## src/rtl/sumador_pkg.sv

```systemverilog
// Shared definitions for the registered saturating adder/accumulator:
// mode encoding and saturation limit helpers.
package sumador_pkg;

    typedef enum logic [1:0] {
        MODE_ADD  = 2'b00,
        MODE_SUB  = 2'b01,
        MODE_ACC  = 2'b10,
        MODE_LOAD = 2'b11
    } mode_e;

    // Limits are returned in 64 bits; callers keep the low WIDTH bits.
    function automatic logic [63:0] sat_max(input int unsigned width);
        return (64'd1 << (width - 1)) - 64'd1;
    endfunction

    function automatic logic [63:0] sat_min(input int unsigned width);
        return 64'd1 << (width - 1);
    endfunction

endpackage

```

## src/rtl/sumador_sat_acc_sat_addsub.sv

```systemverilog
// Combinational signed add/subtract with overflow detection and optional
// clamping to the representable WIDTH-bit range.
module sat_addsub
    import sumador_pkg::*;
#(
    parameter int unsigned WIDTH  = 22,
    parameter bit          SAT_EN = 1'b1
) (
    input  logic [WIDTH-1:0] a,
    input  logic [WIDTH-1:0] b,
    input  logic             sub,
    output logic [WIDTH-1:0] y,
    output logic             ovf
);

    localparam logic [63:0]      MAX64 = sat_max(WIDTH);
    localparam logic [63:0]      MIN64 = sat_min(WIDTH);
    localparam logic [WIDTH-1:0] MAX_V = MAX64[WIDTH-1:0];
    localparam logic [WIDTH-1:0] MIN_V = MIN64[WIDTH-1:0];

    logic [WIDTH:0] ext_a;
    logic [WIDTH:0] ext_b;
    logic [WIDTH:0] sum;

    // One guard bit makes A-MIN overflow detectable without negating B.
    always_comb begin
        ext_a = {a[WIDTH-1], a};
        ext_b = {b[WIDTH-1], b};
        sum   = sub ? (ext_a - ext_b) : (ext_a + ext_b);
        ovf   = sum[WIDTH] ^ sum[WIDTH-1];
        y     = sum[WIDTH-1:0];
        if (SAT_EN && ovf) begin
            y = sum[WIDTH] ? MIN_V : MAX_V;
        end
    end

endmodule

```

## src/rtl/sumador_sat_acc.sv

```systemverilog
// Registered saturating add/sub/accumulate stage with valid pipeline,
// sticky overflow flag and saturating overflow-event counter.
module sumador_sat_acc
    import sumador_pkg::*;
#(
    parameter int unsigned WIDTH  = 22,
    parameter bit          SAT_EN = 1'b1,
    parameter int unsigned CNT_W  = 8
) (
    input  logic             clk,
    input  logic             rst,
    input  logic             valid_in,
    input  logic [1:0]       mode,
    input  logic [WIDTH-1:0] a,
    input  logic [WIDTH-1:0] b,
    input  logic             clr_ovf,
    output logic [WIDTH-1:0] d,
    output logic             valid_out,
    output logic             sat,
    output logic             sticky_ovf,
    output logic [CNT_W-1:0] ovf_cnt
);

    mode_e            op;
    logic [WIDTH-1:0] acc;
    logic [WIDTH-1:0] opnd_b;
    logic [WIDTH-1:0] y;
    logic             sub;
    logic             ovf;
    logic             ovf_hit;

    // Load is routed through the adder as A+0, which can never overflow.
    always_comb begin
        op     = mode_e'(mode);
        sub    = (op == MODE_SUB);
        opnd_b = b;
        case (op)
            MODE_ACC:  opnd_b = acc;
            MODE_LOAD: opnd_b = '0;
            default:   opnd_b = b;
        endcase
        ovf_hit = valid_in && ovf;
    end

    sat_addsub #(
        .WIDTH  (WIDTH),
        .SAT_EN (SAT_EN)
    ) u_addsub (
        .a   (a),
        .b   (opnd_b),
        .sub (sub),
        .y   (y),
        .ovf (ovf)
    );

    always_ff @(posedge clk or negedge rst) begin
        if (!rst) begin
            d          <= '0;
            acc        <= '0;
            valid_out  <= 1'b0;
            sat        <= 1'b0;
            sticky_ovf <= 1'b0;
            ovf_cnt    <= '0;
        end else begin
            valid_out <= valid_in;
            sat       <= ovf_hit;
            if (valid_in) begin
                d <= y;
                if (op == MODE_ACC || op == MODE_LOAD) begin
                    acc <= y;
                end
            end
            if (ovf_hit) begin
                sticky_ovf <= 1'b1;
                if (clr_ovf) begin
                    ovf_cnt <= CNT_W'(1);
                end else if (ovf_cnt != '1) begin
                    ovf_cnt <= ovf_cnt + CNT_W'(1);
                end
            end else if (clr_ovf) begin
                sticky_ovf <= 1'b0;
                ovf_cnt    <= '0;
            end
        end
    end

endmodule
```

## config.mk

```make
export PLATFORM = sky130hd
export DESIGN_NAME = sumador_sat_acc
export DESIGN_NICKNAME = d
export VERILOG_FILES = /design/src/rtl/sumador_pkg.sv /design/src/rtl/sumador_sat_acc_sat_addsub.sv /design/src/rtl/sumador_sat_acc.sv
export SDC_FILE = /design/constraint.sdc
export NUM_CORES = 1
export LEC_CHECK = 0
export CAP_MARGIN = 20
export CORE_MARGIN = 4
export CORE_UTILIZATION = 54
export CTS_CLUSTER_DIAMETER = 150
export CTS_CLUSTER_SIZE = 16
export DETAILED_ROUTE_END_ITERATION = 16
export GPL_ROUTABILITY_DRIVEN = 0
export PLACE_DENSITY = 0.82
export SLEW_MARGIN = 20
export SYNTH_ARGS = -nofsm -noshare
export SYNTH_HDL_FRONTEND = slang
export SYNTH_SLANG_ARGS = --single-unit
```

## constraint.sdc

```tcl
create_clock -name clk -period 6.25 [get_ports clk]
set_clock_uncertainty 0.05 [all_clocks]
set_input_delay 1.25 -clock clk [delete_from_list [all_inputs] [get_ports clk]]
set_output_delay 1.25 -clock clk [all_outputs]
set_load 0.01 [all_outputs]
```

==> out/metrics.cfg, run 1 <==
[outcome]
status = complete, no violations

[critical_path]
reg2reg_from = acc[8]
arrival_ns = 6.09
path_class = in2reg
crit_fanout = 13
regToRegSetupSlack_ns = 1.32
crit_start = mode[0]
worst_setup_path_start_kind = primary input
cp.required_ns = 6.42
worstSetupEndpointType = register

[floorplan]
die_x_um = 99.6
dieArea_mm2 = 0.00993
core_area_mm2 = 0.00818
start_util = 0.555
dieHeight_um = 99.6
row_count = 33
io_pins = 83

[power]
irDropWorstVdd_mv = 0.259
p_switching_uw = 855
p_per_area_mw_per_mm2 = 345
leakage_nw = 2.52
combPwrFrac = 0.573
internal_power_mw = 1.10
seqPwrFrac = 0.326
pwr-share-clk = 0.101
netSwitchingFraction = 0.437

[grt]
grt_pass1_wl_um = 21600
grt_pass1_vias = 4466
grt_use_met2 = 0.414
grtUsageTotal = 0.261
overflow = 0
grt.met3_usage = 0.0421
busiest_layer = met2
grt_start_max_net_pins = 56
antenna_found_initial = 0
grtUsageMet1 = 0.382

[synth]
synthArstFlopShare = 1.00
netlist_top_cells_area = dfrtp_1, ha_1, a21oi_1, nand2_1, nor2_1
ys.flop_type = dfrtp_1
synth_common_cells = nand2_1, nor2_1, dfrtp_1
yosys.area.top_type = dfrtp_1
ys_ff_latch = 55
netlist_area_mm2 = 0.00454
synth_top_area_frac = 0.303
yosysMostFrequentCell = nand2_1
synth_warnings = 0
syn-num-nets = 645
netlist_instances = 571
post_synth_num_cell_types = 62
avgSynthCellArea_um2 = 7.94
seq_area_frac_synth = 0.303
synth_edf_count = 0

[timing]
worst_slew_pin_slew_ns = 1.01
max_freq_mhz = 169
period_share = 0.947
hold_viol = 0
drv_slew = 0
worst_slack_ns = 0.333
tns_ns = 0
grt_setup_unrepaired = false
final.min_clock_period_ns = 5.92
slew-limit-headroom = 0.323
finalSetupViolations = 0

[final_layout]
finalNetCount = 732
syn_to_final_growth_pct = 24.9
insertedDiodeCount = 0
instances_no_fill = 764
drive_above_1_share = 0.0865

[drt]
drtIter0Drc = 355
dr.pass1.iters = 5
wl_per_cell_um = 17.1
ant_nets = 0
vias = 4686
route.detailed.drc = 0
vias_per_cell = 6.13
routed_wl_um = 13100

[worst_hold_path]
min-delay-start = acc[21]
hp-class = reg2reg

[cts]
htree_levels = 2
cts_buffer_depth = 2
cts_tree = done
clk_pin_slew_ns = 0.10
cts_sinks = 55
worstSkewPairLatency_ns = 0.31
cts-root-buf = clkbuf_8
numCtsBuffers = 5
ctsHoldBuffers = 0

[placement]
place_ws_ns = -0.0570
placed_cells = 754
hpwl_um = 9950
port-buffer-count = 82

[flow_run]
maxCapViolCount = 0

==> through the flow <==
stage	utilization	instance area [µm²]	hold WS, ns	power, mW
3_5_place_dp	0.679	5550	0.427	1.72
2_1_floorplan	-	4540	0.400	1.27
3_3_place_gp	0.679	5550	0.420	1.69
6_report	0.693	5670	0.451	1.95
4_1_cts	0.690	5640	0.449	1.93
5_1_grt	0.693	5670	0.472	2.10
==> critical path, stage by stage <==
cell and delay, ns:
clkdlybuf4s50_1 0.54, nand2b_2 0.21, o22ai_1 0.10, nor2b_1 0.16, nand2_1 0.09, a221o_1 0.32, a211oi_1 0.22, buf_4 0.19
a211oi_1 0.09, a211o_1 0.24, ha_1 0.31, nand2_1 0.11, a2111oi_2 0.35, o21ai_0 0.16, nand2_1 0.10, mux2_2 0.34
or2_2 0.33, xnor2_1 0.15, buf_4 0.19, or4_1 0.50, a21oi_1 0.15
==> final timing paths <==
check / end / depth (start not counted)
max: ovf_cnt[6] / 21
min in group asynchronous: acc[18] / 2
max reg2reg: ovf_cnt[6] / 19
min: acc[21] / 2
min reg2reg: acc[21] / 2
max in group asynchronous: acc[5] / 2
==> registers in the layout (all words and copies together) (netlist names) <==
signal	cells
sticky_ovf	1
d	22
sat	1
ovf_cnt	8
valid_out	1
acc	22
==> power groups by stage <==
stage,sequential (mW),clock [mW],combinational (mW)
global route,0.652,0.216,1.23
floorplan,0.627,0,0.647
CTS,0.631,0.200,1.09
global placement,0.631,0,1.06
detailed placement,0.635,0,1.09
finish,0.638,0.197,1.12
==> area by class of cell <==
cell class                 count  area [µm²]
tap                          105         131
sequential                    55        1380
fill                         665        2510
multi-input combinational    459        2940
timing repair buffer         109        1030
clock inverter                 3        20.0
inverter                      28         105
clock buffer                   5        68.8
==> timing repair <==
item	4_1_cts	5_1_grt
setup buffers	0	2
resized for setup	0	5
endpoints found under the hold margin	0	0
setup endpoints to repair	0	4
==> cells in the final DEF (no fill, tap or decap), types with 21 or more instances in the layout <==
master / count
nand2_1: 61
a21oi_1: 48
buf_4: 26
o21ai_0: 39
inv_1: 28
ha_1: 23
clkdlybuf4s50_1: 80
nor2_1: 58
dfrtp_1: 55
o22ai_1: 21
==> cell families (layout without fill, tap and decap cells) <==
group,Yosys count,count (layout),synth area share
AND/OR/NAND/NOR,195,195,0.205
XOR/XNOR,26,26,0.0519
flip-flops,55,55,0.303
multiplexers,18,18,0.0417
adder cells (fa/ha/maj),26,26,0.0723
buffers and inverters,57,145,0.0505
AO/OA/AOI/OAI,194,194,0.275
==> metal layers <==
metal	vias to the layer above	share of wire
li1	2251	-
met5	-	0
met2	223	0.45
met3	15	0.086
met4	0	0.0077
met1	2197	0.45
(Power assumes the default switching activity.)
==> run 2: changes to the inputs <==
--- a/config.mk
+++ b/config.mk
@@ -12,6 +12,7 @@
 export CTS_CLUSTER_SIZE = 16
 export DETAILED_ROUTE_END_ITERATION = 16
 export GPL_ROUTABILITY_DRIVEN = 0
+export HOLD_SLACK_MARGIN = 0.05
 export PLACE_DENSITY = 0.82
 export SLEW_MARGIN = 20
 export SYNTH_ARGS = -nofsm -noshare
==> results of run 2 <==
The final DEF is identical to that of run 1; final timing and power are the same.
==> run 3: changes to the inputs <==
--- a/config.mk
+++ b/config.mk
@@ -5,13 +5,14 @@
 export SDC_FILE = /design/constraint.sdc
 export NUM_CORES = 1
 export LEC_CHECK = 0
+export ABC_AREA = 0
 export CAP_MARGIN = 20
 export CORE_MARGIN = 4
 export CORE_UTILIZATION = 54
 export CTS_CLUSTER_DIAMETER = 150
 export CTS_CLUSTER_SIZE = 16
 export DETAILED_ROUTE_END_ITERATION = 16
-export GPL_ROUTABILITY_DRIVEN = 0
+export GPL_ROUTABILITY_DRIVEN = 1
 export HOLD_SLACK_MARGIN = 0.05
 export PLACE_DENSITY = 0.82
 export SLEW_MARGIN = 20
==> run 3 against run 2 <==
  * Sequential share of layout area is the same
  * Clock power is essentially flat
  * Core utilization is the same
  * Fmax shrank 1.4%
  * Combinational power is essentially flat
  * Critical path depth is the same
  * Non-clock buffer count shrank 1
  * Highest routed layer unchanged
==> out/metrics.cfg, run 3 (same netlist as run 1, synthesis figures left out) <==
[outcome]
status = complete, no violations

[floorplan]
row_count = 33
dieHeight_um = 99.6
io_pins = 83
start_util = 0.555
die_x_um = 99.6
core_area_mm2 = 0.00818
dieArea_mm2 = 0.00993

[grt]
overflow = 0
grtUsageTotal = 0.266
antenna_found_initial = 0
grt_pass1_vias = 4472
grt_start_max_net_pins = 56
grt_pass1_wl_um = 21700

[drt]
vias_per_cell = 6.02
ant_nets = 0
vias = 4591
drtIter0Drc = 211
wl_per_cell_um = 17.0
route.detailed.drc = 0
routed_wl_um = 13000
dr.pass1.iters = 5

[power]
internal_power_mw = 1.10
netSwitchingFraction = 0.437
combPwrFrac = 0.570
pwr-share-clk = 0.102
seqPwrFrac = 0.327
irDropWorstVdd_mv = 0.244
p_per_area_mw_per_mm2 = 344
p_switching_uw = 853
leakage_nw = 2.52

[critical_path]
path_buf_inv = 4
cp_slowest_cell = or4_1
crit_fanout = 13
worstSetupEndpointType = register
cpPeakStageDelay_ns = 0.50
path_cells = clkdlybuf4s50_1 > nor2b_1 > buf_4 > o21ai_0 > o211a_1 > and3b_1 > buf_4 > nand2_1 > o21ai_0 > a221o_1 > ha_1 > a211oi_1 > o21ai_0 > a211oi_1 > nor2_1 > a311oi_2 > xnor2_2 > xnor2_1 > buf_4 > or4_1 > a21oi_1
arrival_ns = 6.18
cp.required_ns = 6.43
path_class = in2reg
worst_setup_path_start_kind = primary input
path_delay_family = compound AO/OA/AOI/OAI gates

[worst_hold_path]
hp-class = reg2reg

[timing]
finalSetupViolations = 0
grt_setup_unrepaired = false
period_share = 0.960
max_freq_mhz = 167
slew-limit-headroom = 0.310
hold_viol = 0
final.min_clock_period_ns = 6.00
whs_ns = 0.459
drv_slew = 0
worst_slew_pin_slew_ns = 1.03

[cts]
worstSkewPairLatency_ns = 0.31
cts-root-buf = clkbuf_8
cts_tree = done
postCtsSetupBuffers = 0
cts_sinks = 55
htree_levels = 2
clk_pin_slew_ns = 0.10
numCtsBuffers = 5
cts_buffer_depth = 2

[placement]
hpwl_um = 10000
gp_congestion = 0.946
placed_cells = 755
place_area_mm2 = 0.00556
port-buffer-count = 82

[final_layout]
fillers = 686
syn_to_final_growth_pct = 24.9
drive_above_1_share = 0.0866
fin_util = 0.693
final_common_cell = clkdlybuf4s50_1
reg_top3 = acc: 22 flops, d: 22 flops, ovf_cnt: 8 flops
fin_area_mm2 = 0.00567
insertedDiodeCount = 0
finalNetCount = 731
mostFrequentLayoutCells = clkdlybuf4s50_1, nand2_1, nor2_1
instances_no_fill = 763

[flow_run]
maxCapViolCount = 0

run 3: final cells by class:
cell class                      count  area (µm²)  area share
Clock inverter                      3        22.5     0.00397
Sequential cell                    55        1380       0.243
Inverter                           28         105      0.0185
Tap cell                          105         131      0.0232
Timing Repair Buffer              108        1020       0.180
Multi-Input combinational cell    459        2940       0.520
Clock buffer                        5        68.8      0.0121
run 3: stage by stage:
step	setup TNS, ns	total power, mW	setup slack [ns]
final	0	1.95	0.252
after global routing	0	2.10	0.0135
after CTS	0	1.94	0.298
after detailed placement	-0.000524	1.72	-0.000524
after global placement	0	1.69	0.111
after floorplan	0	1.27	0.151
run 3: per-layer routing:
layer  share of wire  routed length [µm]  up-vias  GRT usage
li1                -                   -     2242          -
met1            0.46                6030     2164      0.390
met2            0.45                5830      174      0.423
met3           0.080                1040       11     0.0400
met4          0.0083                 108        0     0.0462
met5               0                   0        -          0
run 3: repair_timing:
action / in CTS / in global routing
gates resized for setup: 0 / 5
hold buffers: 0 / 0
setup endpoints to repair: 0 / 2
run 3: worst min-delay path, delay by kind of cell (launching register included):
kind	cells	cell delay [ns]
AOI/OAI and AO/OA	1	0.06
DFF	1	0.37
and+or+nand+nor	1	0.05
run 3: path summary, 6_finish.rpt:
path	from	endpoint	slack, ns	depth (start not counted)
setup / recovery	mode[0]	ovf_cnt[6]	0.25	21
setup reg to reg	acc[8]	ovf_cnt[6]	1.26	19
hold / removal	acc[21]	acc[21]	0.46	2
min in group asynchronous	rst	d[20]	0.99	2
max in group asynchronous	rst	d[2]	4.71	2
hold reg to reg	acc[21]	acc[21]	0.46	2
run 3: power groups by stage:
stage | combinational [mW] | sequential [mW] | clock, mW
after floorplan | 0.647 | 0.627 | 0
after global placement | 1.06 | 0.632 | 0
after detailed placement | 1.09 | 0.637 | 0
after CTS | 1.10 | 0.633 | 0.207
after global routing | 1.22 | 0.655 | 0.220
final | 1.11 | 0.638 | 0.199
==> variant 1, RTL diff (flow settings as in run 2) <==
Set the parameter `CNT_W` to 10 (it was 8).
--- a/src/rtl/sumador_sat_acc.sv
+++ b/src/rtl/sumador_sat_acc.sv
@@ -6,5 +6,5 @@
     parameter int unsigned WIDTH  = 22,
     parameter bit          SAT_EN = 1'b1,
-    parameter int unsigned CNT_W  = 8
+    parameter int unsigned CNT_W  = 10
 ) (
     input  logic             clk,
Interface: changed (resized ovf_cnt); port bits go from 83 to 85. The function was not compared with the original's and may differ.
==> variant 1 against run 2 <==
Count of clock-buffer cells in the layout grew 7; sequential share of layout area shrank 0.74 points; final area grew 6.9%; area after synthesis grew 4.9%; wire length grew 4.0%; worst setup slack lost 0.0087 ns; die area grew 4.5%; synthesized cell count shrank 3.9%; sequential cell count grew 2; total power grew 14%.
==> variant 1: results (changes against run 2) <==
Worst hold path
  – Hold WC Path Type: flop to flop

Clock network
  – Num CTS Buffers: 9 (+4)
  – Reg clk slew, reported paths: 0.06 ns (-0.04 ns)
  – Htree depth: 3 (+1)
  – Clock latency on the worst-skew pair: 0.35 ns (+0.04 ns)
  – CTS root buffer: clkbuf_8
  – Clock tree buffer depth: 2 (unchanged)

Detailed routing
  – Met1 WL: 5.852 mm (-1.5%)
  – First drt pass iteration count: 5 (unchanged)
  – Met2 Wirelength: 6.154 mm (+3.9%)
  – DR vias: 4743 (+1.2%)
  – DR WL/cell: 18.02 um (+5.1%)
  – DR iter-0 viols: 326 (-8.2%)
  – Post-route ant nets: 0 (unchanged)
  – Met3 wire length: 1.189 mm (+5.2%)
  – Top sig layer: met4

Place
  – Input/output buffers: 84 (+2.4%)
  – Place WS: -0.1869 ns (-0.1298 ns)
  – HPWL Detailed: 10.40 mm (+4.6%)

Final layout
  – Signal buffers: 112 (+2.8%)
  – Clock network area share: 3.945% (+2.4 points)
  – Non-CTS inverters: 12 (-57%)
  – # fillers: 635 (-4.5%)
  – Layout clock buffers: 12 (+7)
  – Layout cell share with drive strength beyond 1: 15.98% (+7.3 points)
  – Top flop regs: acc x22, d x22, ovf_cnt x10
  – Nets: 720 (-1.6%)
  – Fraction of area in registers: 23.54% (-0.74 points)
  – Signal buf overhead: 17.22% (-0.88 points)
  – #MultiIn Comb: 454 (-1.1%)
  – # diodes: 0 (unchanged)
  – Fraction of area in multi-input gates: 52.38% (+0.51 points)

Yosys
  – Register bit count reported by yosys: 57 (+3.6%)
  – Seq/Total Area, Yosys: 29.98% (-0.36 points)
  – Unique masters post-synth: 67 (+8.1%)
  – Top cells by area, synth: dfrtp_1 30%, mux2_2 9.0%, ha_1 6.0%
  – Syn Nets: 623 (-3.4%)
  – Largest area contributor in the netlist: dfrtp_1
  – Commonest cells in the synthesized netlist: 62 x nor2_1, 57 x dfrtp_1, 51 x a21oi_1
  – Synth async-reset ratio: 100.0% (unchanged)
  – Yosys warnings: 0 (unchanged)

Global routing
  – First-pass GRT wire length: 22.28 mm (+3.2%)
  – Largest net degree at the start of global routing: 58 (+3.6%)
  – Vias in the first global route: 4632 (+3.7%)
  – Gr usage total: 27.20% (+1.1 points)
  – Initial antenna violation count: 0 (unchanged)

Worst setup path
  – Maximum fanout along the worst path: 9 (-4)
  – Slowest CP cell: clkdlybuf4s50_1
  – Cell family with most CP delay: compound AO/OA/AOI/OAI gates
  – Worst Path Arrival: 6.10 ns (about the same)
  – CP peak stage delay: 0.46 ns (-0.08 ns)

STA
  – Setup violators final: 0 (unchanged)
  – Worst Tran Pin Value: 0.9358 ns (-0.07652 ns)

Pwr
  – Clock share of power: 18.5% (+8.4 points)
  – Max IR drop VDD: 0.3324 mV (+28%)
  – Leak: 0.002633 uW (+4.5%)
  – Sw frac: 39.04% (-4.7 points)
  – Comb. pwr: ~1100 uW

Status
  – Status: finished, final reports clean
[variant 1: changes by cell type in the layout (fill, tap and decap cells not counted), moves of 7 or more]
cell and change:
nand2_1 -24, o21a_1 +7, mux2_2 +31, clkbuf_8 +7, o22ai_1 -16, o21ai_0 -10
mux2_1 +8, inv_1 -18, o31ai_1 -13
[variant 1: final timing paths]
check	from	end	slack [ns]	cells past startpoint
worst max-delay path	b[1]	acc[3]	0.32	24
worst min-delay path	d[5]	d[5]	0.45	1
worst max register to register	acc[1]	acc[3]	1.30	23
worst min register to register	d[5]	d[5]	0.45	1
max in group asynchronous	rst	d[5]	4.66	2
min in group asynchronous	rst	ovf_cnt[4]	0.99	2
[variant 1: per-stage QoR]
stage          cell area (um2)  power [uW]  utilization (%)  cells  TNS, ns
6_report                  6058        2220            72.28    756        0
5_1_grt                   6058        2357            72.28    756        0
4_1_cts                   6036        2201            72.01    755        0
3_5_place_dp              5797        1777            69.16    739   -5.231
3_3_place_gp              5797        1732            69.16    739  -0.1736
2_1_floorplan             4757        1323                -    549        0
[variant 1: cell families (layout without fill, tap and decap cells)]
logic type	Yosys count	after routing	share of synthesized area (%)
AND/OR/NAND/NOR	176	176	18.17
buffers and inverters	38	140	3.577
flip-flops	57	57	29.98
XOR/XNOR	25	25	4.603
adder cells (fa/ha/maj)	24	24	6.470
multiplexers	55	55	13.05
AO/OA/AOI/OAI	174	174	24.15
[variant 1: metal layers]
metal	up-vias	GRT usage, %
met1	2251	37.58
met3	44	5.461
met5	-	0
met4	0	11.81
met2	241	41.65
li1	2207	-
[variant 1: timing repair]
action,4_1_cts,5_1_grt
endpoints found under the hold margin,0,0
hold buffers,0,0
buffers inserted,0,1
endpoints found under the setup margin,0,54
gates resized for setup,0,6
==> variant 2, RTL diff (flow settings as in run 2) <==
Without the edit above. Reset style: synchronous (`rst`), changed in one clocked block.
--- a/src/rtl/sumador_sat_acc.sv
+++ b/src/rtl/sumador_sat_acc.sv
@@ -54,5 +54,5 @@
     );
 
-    always_ff @(posedge clk or negedge rst) begin
+    always_ff @(posedge clk) begin
         if (!rst) begin
             d          <= '0;
Check against the original RTL: differs if rst is asserted again (counterexample within 4 cycles, from zero or initial values and one cycle with rst low); with rst held inactive, the same outputs for 4 cycles.
==> variant 2 against run 2 <==
Final area is 1.1% lower; utilization rose by 2.5 points; synthesized cell count up 2.3%; worst setup slack worse by 0.048 ns; sequential cell count unchanged; critical path type unchanged; combinational power shrank 37%; wire length grew 0.39%; total power down 31%; area after synthesis shrank 3.4%.
==> variant 2: results (changes against run 2) <==
Clock network
  – Reg clk slew, reported paths: 0.10 ns (about the same)
  – Htree depth: 2 (unchanged)

Yosys
  – Commonest cells in the synthesized netlist: 71 x nand2_1, 69 x o21ai_0, 57 x a21oi_1
  – Syn Nets: 658 (+2.0%)
  – Gate Count Post-Synth: 584 (+2.3%)
  – Seq/Total Area, Yosys: 25.13% (-5.2 points)
  – Top cells by area, synth: dfxtp_1 25%, o21ai_0 7.9%, ha_1 6.6%
  – Unique masters post-synth: 71 (+15%)
  – Synth async-reset ratio: 0% (-100 points)
  – Largest area contributor in the netlist: dfxtp_1

Final layout
  – # fillers: 626 (-5.9%)
  – Nets: 756 (+3.3%)
  – Multi-input logic area: 3110 um2 (+5.8%)
  – Layout cell share with drive strength beyond 1: 10.10% (+1.5 points)

Global routing
  – GR Util met2: 42.36% (+0.93 points)
  – Largest net degree at the start of global routing: 44 (-21%)
  – GRT met3 Usage: 3.000% (-1.2 points)
  – Met1 Use GR: 38.62% (+0.47 points)
  – Vias in the first global route: 4372 (-2.1%)
  – First-pass GRT wire length: 21.33 mm (-1.2%)
  – Gr usage total: 26.68% (+0.63 points)

Status
  – Status: finished, final reports clean

Place
  – Placed Instance Area: 5473 um2 (-1.5%)
  – HPWL Detailed: 10.19 mm (+2.5%)
  – Inst Count DP: 774 (+2.7%)

Worst setup path
  – Worst Path Arrival: 6.12 ns (+0.03 ns)
  – Cell family with most CP delay: compound AO/OA/AOI/OAI gates
  – CP peak stage delay: 0.56 ns (+0.02 ns)
  – Maximum fanout along the worst path: 7 (-6)

Pwr
  – Max IR drop VDD: 0.1988 mV (-23%)
  – P_sw: 528.2 uW (-38%)
  – Leak: 0.002245 uW (-11%)

Detailed routing
  – Vias per Instance: 6.018 (-1.9%)
  – Routed wire length: 13.15 mm (+0.39%)
  – First drt pass iteration count: 5 (unchanged)
  – Met3 wire length: 1.038 mm (-8.1%)
  – Met2 Wirelength: 5.960 mm (+0.62%)
  – Met1 WL: 5.934 mm (-0.13%)
  – DR iter-0 viols: 390 (+9.9%)

STA
  – Worst Tran Pin Value: 0.5945 ns (-0.4178 ns)
variant 2: cell count changes after synthesis, moves of 13 or more:
cell and change:
inv_1 -16, dfrtp_1 -55, o21ai_0 +29, o22ai_1 -13, dfxtp_1 +55
variant 2: final timing paths:
kind,start,endpoint,slack (ns),depth (start not counted)
max,mode[0],acc[8],0.29,20
min,d[2],d[2],0.41,2
max reg2reg,acc[0],acc[8],1.34,19
min reg2reg,d[2],d[2],0.41,2
variant 2: area by class of cell:
type	instances	area share, %
Clock buffer	6	1.473
Inverter	14	0.9373
Timing Repair Buffer	122	19.91
Tap cell	102	2.276
Multi-Input combinational cell	484	55.48
Clock inverter	2	0.2901
Sequential cell	55	19.64
variant 2: timing repair:
| item | CTS | global route |
|---|---|---|
| endpoints found under the setup margin | 0 | 51 |
| gates resized for setup | 0 | 5 |
| setup buffers | 0 | 3 |
| endpoints found under the hold margin | 0 | 0 |
variant 2: through the flow:
step	hold slack (ns)	TNS, ns
2_1_floorplan	0.3755	0
3_3_place_gp	0.3860	0
3_5_place_dp	0.3944	-0.2147
4_1_cts	0.4185	0
5_1_grt	0.4553	0
6_report	0.4118	0
variant 2: power groups by stage:
| stage | clock [uW] | combinational, uW | sequential (uW) |
|---|---|---|---|
| after floorplan | 0 | 403 | 451 |
| after CTS | 213 | 684 | 439 |
| after global routing | 226 | 758 | 446 |
| final | 209 | 701 | 440 |
| after global placement | 0 | 657 | 445 |
| after detailed placement | 0 | 676 | 446 |
variant 2: logic make-up after synthesis:
group,after synthesis,share of synthesized area (%)
compound gates,223,33.12
xor+xnor,33,7.567
fa+ha+maj,32,8.852
buf+inv,45,4.169
flops,55,25.13
mux,3,0.6854
simple gates,193,20.47
